`src/rtl/pdm_playback_serializer.sv`:
```
// Loopback path from the PDM deserializer to the audio pin: buffers whole words in a
// small FIFO and replays them MSB-first, one bit every BIT_DIV clocks.
module pdm_playback_serializer #(
  parameter int DATA_W     = 16,
  parameter int FIFO_DEPTH = 4,
  parameter int BIT_DIV    = 50
) (
  input  logic                        clock_i,
  input  logic                        reset_n_i,
  input  logic                        enable_i,
  input  logic                        valid_i,
  input  logic [DATA_W-1:0]           data_i,
  input  logic                        clear_i,
  output logic [$clog2(FIFO_DEPTH):0] level_o,
  output logic                        full_o,
  output logic                        overflow_o,
  output logic                        underflow_o,
  output logic                        audio_pwm_o,
  output logic                        audio_sd_o
);

  localparam int PW = $clog2(FIFO_DEPTH);
  localparam int LW = PW + 1;
  localparam int TW = $clog2(BIT_DIV);
  localparam int BW = $clog2(DATA_W);

  typedef enum logic [1:0] {ST_IDLE, ST_WAIT, ST_PLAY} state_t;

  state_t            state, state_nxt;
  logic [TW-1:0]     timer;
  logic              tick;
  logic [DATA_W-1:0] mem [FIFO_DEPTH];
  logic [PW-1:0]     wr_ptr, rd_ptr;
  logic [DATA_W-1:0] head;
  logic [DATA_W-1:0] shift_q;
  logic [BW-1:0]     bits_left;
  logic [LW-1:0]     level_nxt;
  logic              push, pop, shift_en, starve, drop, pwm_nxt;

  assign tick      = (timer == TW'(BIT_DIV - 1));
  assign head      = mem[rd_ptr];
  assign push      = enable_i && valid_i && ((level_o < LW'(FIFO_DEPTH)) || pop);
  assign drop      = enable_i && valid_i && !push;
  assign level_nxt = level_o + LW'(push) - LW'(pop);

  always_ff @(posedge clock_i or negedge reset_n_i) begin
    if (!reset_n_i) state <= ST_IDLE;
    else            state <= state_nxt;
  end

  // shift_q holds the bits still to be played, left-aligned; the bit on the pin
  // is already stripped off, so a load drives the MSB and stores the remainder.
  always_comb begin
    state_nxt = state;
    pop       = 1'b0;
    shift_en  = 1'b0;
    starve    = 1'b0;
    pwm_nxt   = audio_pwm_o;
    case (state)
      ST_IDLE: begin
        pwm_nxt   = 1'b0;
        state_nxt = ST_WAIT;
      end
      ST_WAIT: begin
        pwm_nxt = 1'b0;
        if (tick && level_o != '0) begin
          pop       = 1'b1;
          pwm_nxt   = head[DATA_W-1];
          state_nxt = ST_PLAY;
        end
      end
      ST_PLAY: begin
        if (tick) begin
          if (bits_left != '0) begin
            shift_en = 1'b1;
            pwm_nxt  = shift_q[DATA_W-1];
          end else if (level_o != '0) begin
            pop     = 1'b1;
            pwm_nxt = head[DATA_W-1];
          end else begin
            starve    = 1'b1;
            pwm_nxt   = 1'b0;
            state_nxt = ST_WAIT;
          end
        end
      end
      default: state_nxt = ST_IDLE;
    endcase
    if (!enable_i) begin
      state_nxt = ST_IDLE;
      pop       = 1'b0;
      shift_en  = 1'b0;
      starve    = 1'b0;
      pwm_nxt   = 1'b0;
    end
  end

  // Dropping enable flushes the FIFO and discards any partially played word.
  always_ff @(posedge clock_i or negedge reset_n_i) begin
    if (!reset_n_i) begin
      timer       <= '0;
      wr_ptr      <= '0;
      rd_ptr      <= '0;
      level_o     <= '0;
      full_o      <= 1'b0;
      shift_q     <= '0;
      bits_left   <= '0;
      audio_pwm_o <= 1'b0;
      audio_sd_o  <= 1'b0;
    end else begin
      audio_pwm_o <= pwm_nxt;
      audio_sd_o  <= enable_i;
      if (!enable_i) begin
        timer     <= '0;
        wr_ptr    <= '0;
        rd_ptr    <= '0;
        level_o   <= '0;
        full_o    <= 1'b0;
        shift_q   <= '0;
        bits_left <= '0;
      end else begin
        timer   <= tick ? '0 : timer + TW'(1);
        level_o <= level_nxt;
        full_o  <= (level_nxt == LW'(FIFO_DEPTH));
        if (push) wr_ptr <= wr_ptr + PW'(1);
        if (pop) begin
          rd_ptr    <= rd_ptr + PW'(1);
          shift_q   <= {head[DATA_W-2:0], 1'b0};
          bits_left <= BW'(DATA_W - 1);
        end else if (shift_en) begin
          shift_q   <= {shift_q[DATA_W-2:0], 1'b0};
          bits_left <= bits_left - BW'(1);
        end
      end
    end
  end

  always_ff @(posedge clock_i) begin
    if (push) mem[wr_ptr] <= data_i;
  end

  // A set event in the same cycle as clear_i wins.
  always_ff @(posedge clock_i or negedge reset_n_i) begin
    if (!reset_n_i) begin
      overflow_o  <= 1'b0;
      underflow_o <= 1'b0;
    end else begin
      if (drop)         overflow_o  <= 1'b1;
      else if (clear_i) overflow_o  <= 1'b0;
      if (starve)       underflow_o <= 1'b1;
      else if (clear_i) underflow_o <= 1'b0;
    end
  end

endmodule
```
`config.mk`:
```
export PLATFORM = sky130hd
export DESIGN_NAME = pdm_playback_serializer
export DESIGN_NICKNAME = d
export VERILOG_FILES = /design/src/rtl/pdm_playback_serializer.sv
export SDC_FILE = /design/constraint.sdc
export NUM_CORES = 1
export LEC_CHECK = 0
export ABC_AREA = 1
export CAP_MARGIN = 0
export CORE_MARGIN = 4
export CORE_UTILIZATION = 45
export DETAILED_ROUTE_END_ITERATION = 8
export GPL_ROUTABILITY_DRIVEN = 0
export GPL_TIMING_DRIVEN = 1
export PLACE_DENSITY_LB_ADDON = 0.2
export SLEW_MARGIN = 30
export SYNTH_ARGS = -nofsm -noshare
export SYNTH_HDL_FRONTEND = slang
export SYNTH_SLANG_ARGS = --single-unit
```
`constraint.sdc`:
```
create_clock -name clock_i -period 4.8 [get_ports clock_i]
set_input_delay 0.96 -clock clock_i [delete_from_list [all_inputs] [get_ports clock_i]]
set_output_delay 0.96 -clock clock_i [all_outputs]
set_load 0.01 [all_outputs]
```
# After elaboration in Yosys (flattened, before gate mapping)
# Memories as Yosys holds them, arrays and structs flattened.
# Index checks and enable logic that the tools add are counted.
# word_totals
word_cells	91
output_inout_bits	8
ramBits	64
n_memories	1
reg_bits	40
input_bits	21
# memory_table
name	depth	word_bits	rd	rd_clocked_by_memory_dff	write_ports	line	source
mem	4	16	1	0	1	32	logic [DATA_W-1:0] mem [FIFO_DEPTH];
# op_classes
n_mux	46
add_sub_neg	6
reduce_logical	13
magnitude_cmp	1
n_eq_ne	12
# op_table
cell	count
16-bit two-way mux	3
1-bit two-way mux	25
2-bit two-way mux	9
4-bit two-way mux	3
6-bit two-way mux	2
3-bit inequality test (second input constant)	4
6-bit by 1-bit adder with 6-bit output (second input constant)	1
6-bit equality test (second input constant)	1
2-bit one-hot mux with 3 select lines	1
2-bit by 1-bit adder with 2-bit output (second input constant)	2
1-bit logical AND	4
2-bit by 1-bit inequality test with 1-bit output (second input constant)	2
4-bit by 1-bit inequality test with 1-bit output (second input constant)	1
4-bit AND reduction	1
2-bit nonzero test	2
4-bit nonzero test	1
4-bit by 1-bit subtractor with 4-bit output (second input constant)	1
3-bit by 1-bit adder with 3-bit output	1
3-bit equality test (second input constant)	1
3-bit less-than comparator (second input constant)	1
3-bit two-way mux	1
3-bit by 1-bit inequality test with 1-bit output (second input constant)	1
1-bit one-hot mux with 3 select lines	1
3-bit nonzero test	1
other kinds (8)	8

# Longest topological paths before layout
# depth
word_depth	12
mapped_depth	17
depth_no_buf	17

# Least setup slack after synthesis
# Ideal clock, no wire load.
# synth_timing
path_type	input port to flip-flop
startpoint	input port enable_i
endpoint	register full_o
arrival_time_ps	2561
path_buffers	1
cell_stages	14
setup_ps	116
setup_slack_ps	2123
required_ps	4684
cell_sequence	buf_2 nand2_1 inv_1 nand2_1 ha_1 inv_1 ha_1 inv_1 fa_1 a21oi_1 nand3b_1 inv_1 nand2_1 nor2_1
# synth_between
elab_chain_len	7
word_cells_on_any_way	8
classes_between	2 x add/sub; 1 x eq/ne; 2 x mux; 3 x reduce/logical
# synth_rtl
item	line	source
start, declared	10	input logic enable_i,
1-bit two-way mux	89	if (!enable_i) begin
1-bit logical OR	42	assign push = enable_i && valid_i && ((level_o < LW'(FIFO_DEPTH)) || pop);
1-bit logical AND	42	
3-bit by 1-bit adder with 3-bit output	44	assign level_nxt = level_o + LW'(push) - LW'(pop);
3-bit by 1-bit subtractor with 3-bit output	44	
3-bit equality test	124	full_o <= (level_nxt == LW'(FIFO_DEPTH));
1-bit two-way mux (*)	113	if (!enable_i) begin
end signal, assigned	124	
end, declared	15	output logic full_o,
# Mark *: on every way between the ends. The rest lies on a longest branch, timed or not.
# A chain may end at the register's enable or synchronous reset.

# Worst setup path in the final report
# Ends and elaborated chain as after synthesis.

==> impl_metrics.json <==
{
  "status": "finished, final reports clean",
  "io_pins": 29,
  "synth_edf_count": 64,
  "crit_path_start_kind": "input port",
  "clock-sinks": 103,
  "synth_nets": 464,
  "worst_pin_slew_ps": 595,
  "cp_max_fo": 19,
  "setup_ws_ps": 1640,
  "drv_cap": 0,
  "clock_path_buffers": 2,
  "final_max_slew_viol_count": 0,
  "cts_tree": "done",
  "cts.htree.levels": 3,
  "final_cells": 595,
  "worst-r2r-cell-count": 17,
  "slew_headroom_pct": 60.3,
  "grt_overflow_total": 0,
  "syn_area_um2": 4550,
  "clkTransAtPathRegs_ps": 100,
  "worst_ir_drop_vdd_v": 0.000187,
  "io_buffers": 28,
  "min_path_type": "flop to flop",
  "syn_inst": 429,
  "rsz0062_at_grt": "false",
  "fin_setup_tns_ps": 0,
  "fmaxAchievable_mhz": 317,
  "num_rows": 36,
  "ant_nets": 0,
  "pre_cts_ws_ps": 1250,
  "r2r_end": "full_o$_DFF_PN0_",
  "cts_hold_buf": 0,
  "fillCellCount": 900,
  "synth_top_area_cell": "edfxtp_1",
  "postLayoutCellArea_um2": 5130,
  "ys_async_sr_fraction_pct": 37.9,
  "n_antenna_cell": 0,
  "initial_core_util_pct": 46.4,
  "endpoint": "full_o$_DFF_PN0_",
  "critPathArrivalTime_ps": 3430,
  "dieWidth_um": 109,
  "drt-initial-drc-count": 133,
  "hpwl_mm": 5.45,
  "cts-root-buf": "clkbuf_8",
  "dieArea_um2": 11800,
  "route.detailed.wl_per_inst_um": 14.4,
  "wirelength_mm": 8.55,
  "grt_pass1_wl_mm": 14.0,
  "nNetsFinal": 492,
  "slowest_delay_ps": 480,
  "yosysTopAreaCellShare_pct": 42.2,
  "drc": 0,
  "critPathRequiredTime_ps": 5070,
  "insertion_delay_ps": 370,
  "cts_buffers": 9,
  "critical_path_class": "input port to flop",
  "place_area_um2": 4940,
  "cts_resized": 0,
  "antenna_found_initial": 0,
  "r2r-start": "state[0]$_DFFE_PN0P_",
  "cp_cell_sequence": "clkdlybuf4s50_1 -> buf_4 -> nand4_4 -> nand2_1 -> nand2_1 -> ha_1 -> inv_1 -> ha_1 -> inv_1 -> fa_1 -> a21oi_1 -> nand3b_1 -> inv_1 -> nand2_1 -> nor2_1",
  "critical_path.startpoint": "enable_i",
  "coreArea_um2": 9820,
  "drive_gt1_share_pct": 7.36,
  "period_minus_slack_ps": 3160,
  "dp.cells": 579,
  "setup_viol": 0,
  "fin_worst_skew_ps": 15.0,
  "end_kind": "flop",
  "synth_seq_cells": 103,
  "hp-start": "shift_q[1]$_DFFE_PN0P_",
  "vias": 3000,
  "power-per-cell-area_nw_per_um2": 325,
  "grt_use_total_pct": 15.5,
  "post-cts-setup-buffers": 0,
  "die_height_um": 109,
  "finalHoldViolCount": 0,
  "synth_area_per_cell_um2": 10.6,
  "synth.area.top_cells": "edfxtp_1 (42%), dfrtp_1 (21%), nand2_1 (9.4%), nand3_1 (3.6%), o21ai_0 (3.6%)",
  "grt_pass1_vias": 2887,
  "drt_pre_antenna_iters": 4,
  "post-route-period-util_pct": 65.7,
  "slowest_stage": "clkdlybuf4s50_1",
  "synth.distinct_cells": 34,
  "yosysSeqAreaShare_pct": 63.6,
  "grt_max_degree": 40,
  "vias_per_cell": 5.04,
  "ys.flop_type": "edfxtp_1",
  "reg2reg_slack_ps": 1960,
  "areaGrowthSynthToFinish_pct": 12.7,
  "total_power_mw": 1.67,
  "yosysWarnings": 0,
  "leakage_nw": 2.19
}
placed cells by master (no fill, tap or decap), drive strengths merged:
cell and instances:
o32ai 1, clkinv 6, nor3b 1, nand2 114, xor2 1, a22oi 1
nand3 36, nor3 2, a211oi 1, a21oi 8, dfrtp 39, nor2 41
xnor2 3, fa 1, o2111ai 1, o22ai 14, clkdlybuf4s50 27, buf 8
nand4 1, inv 34, clkbuf 9, edfxtp 64, o21ai 34, nand3b 2
ha 13
how the worst min path moves through the flow:
| stage | end | slack (ps) | cells past startpoint |
|---|---|---|---|
| after CTS | shift_q[1]$_DFFE_PN0P_ | 490 | 2 |
| after global routing | shift_q[13]$_DFFE_PN0P_ | 510 | 2 |
| after global placement | shift_q[13]$_DFFE_PN0P_ | 460 | 2 |
| after detailed placement | shift_q[4]$_DFFE_PN0P_ | 470 | 2 |
| final | shift_q[1]$_DFFE_PN0P_ | 490 | 2 |
| after floorplan | shift_q[1]$_DFFE_PN0P_ | 440 | 2 |
routing by layer:
metal  wire length [µm]  global-route usage, %
met4                117                   6.13
met2               4030                   24.8
met1               4010                   20.6
met5                  0                      0
met3                390                   3.28
cell families after synthesis:
group | share of synthesized area [%]
simple gates | 19.3
flops | 63.6
fa+ha+maj | 4.01
xor+xnor | 0.769
compound gates | 7.25
buf+inv | 5.08
stage by stage:
| step | hold WS [ps] | util, % |
|---|---|---|
| after CTS | 490 | 52.2 |
| after floorplan | 443 | - |
| after global placement | 464 | 50.3 |
| after global routing | 514 | 52.3 |
| after detailed placement | 465 | 50.3 |
| final | 487 | 52.3 |
worst max-delay path, delay by kind of cell:
kind	cells	cell delay (ps)
and+or+nand+nor	6	630
buffers and inverters	5	880
AOI/OAI and AO/OA	1	130
adders and majority gates	3	830
flip-flops by register name (all words and copies together), names as in the netlist:
register / flops
level_o: 3
overflow_o: 1
audio_sd_o: 1
mem: 64
underflow_o: 1
rd_ptr: 2
state: 2
wr_ptr: 2
shift_q: 15
bits_left: 4
full_o: 1
timer: 6
audio_pwm_o: 1
final cells by class:
cell class | count | area, µm² | share of cell area (%)
Sequential cell | 103 | 2900 | 56.5
Multi-Input combinational cell | 275 | 1430 | 27.8
Timing Repair Buffer | 35 | 330 | 6.44
Tap cell | 133 | 166 | 3.24
Inverter | 33 | 125 | 2.44
Clock buffer | 9 | 124 | 2.41
Clock inverter | 7 | 63.8 | 1.24
cell usage after synthesis (2+ instances only):
library cell / number
buf_4: 2
a21oi_1: 8
ha_1: 13
nor3_1: 2
inv_2: 3
nand3_1: 33
nor2_4: 2
xnor2_1: 3
nand3b_1: 2
inv_1: 28
edfxtp_1: 64
buf_2: 7
o22ai_1: 14
clkbuf_1: 5
dfrtp_1: 39
nor2_1: 38
buf_6: 3
o21ai_0: 33
nand3_4: 2
nand2_1: 114
where the power goes:
| group | switching [mW] | leakage [nW] | internal, mW |
|---|---|---|---|
| Clock | 0.313 | 0.0968 | 0.200 |
| Combinational | 0.0962 | 0.978 | 0.0629 |
| Sequential | 0.0190 | 1.11 | 0.978 |
Note: power is estimated with default switching activity, not from simulation.
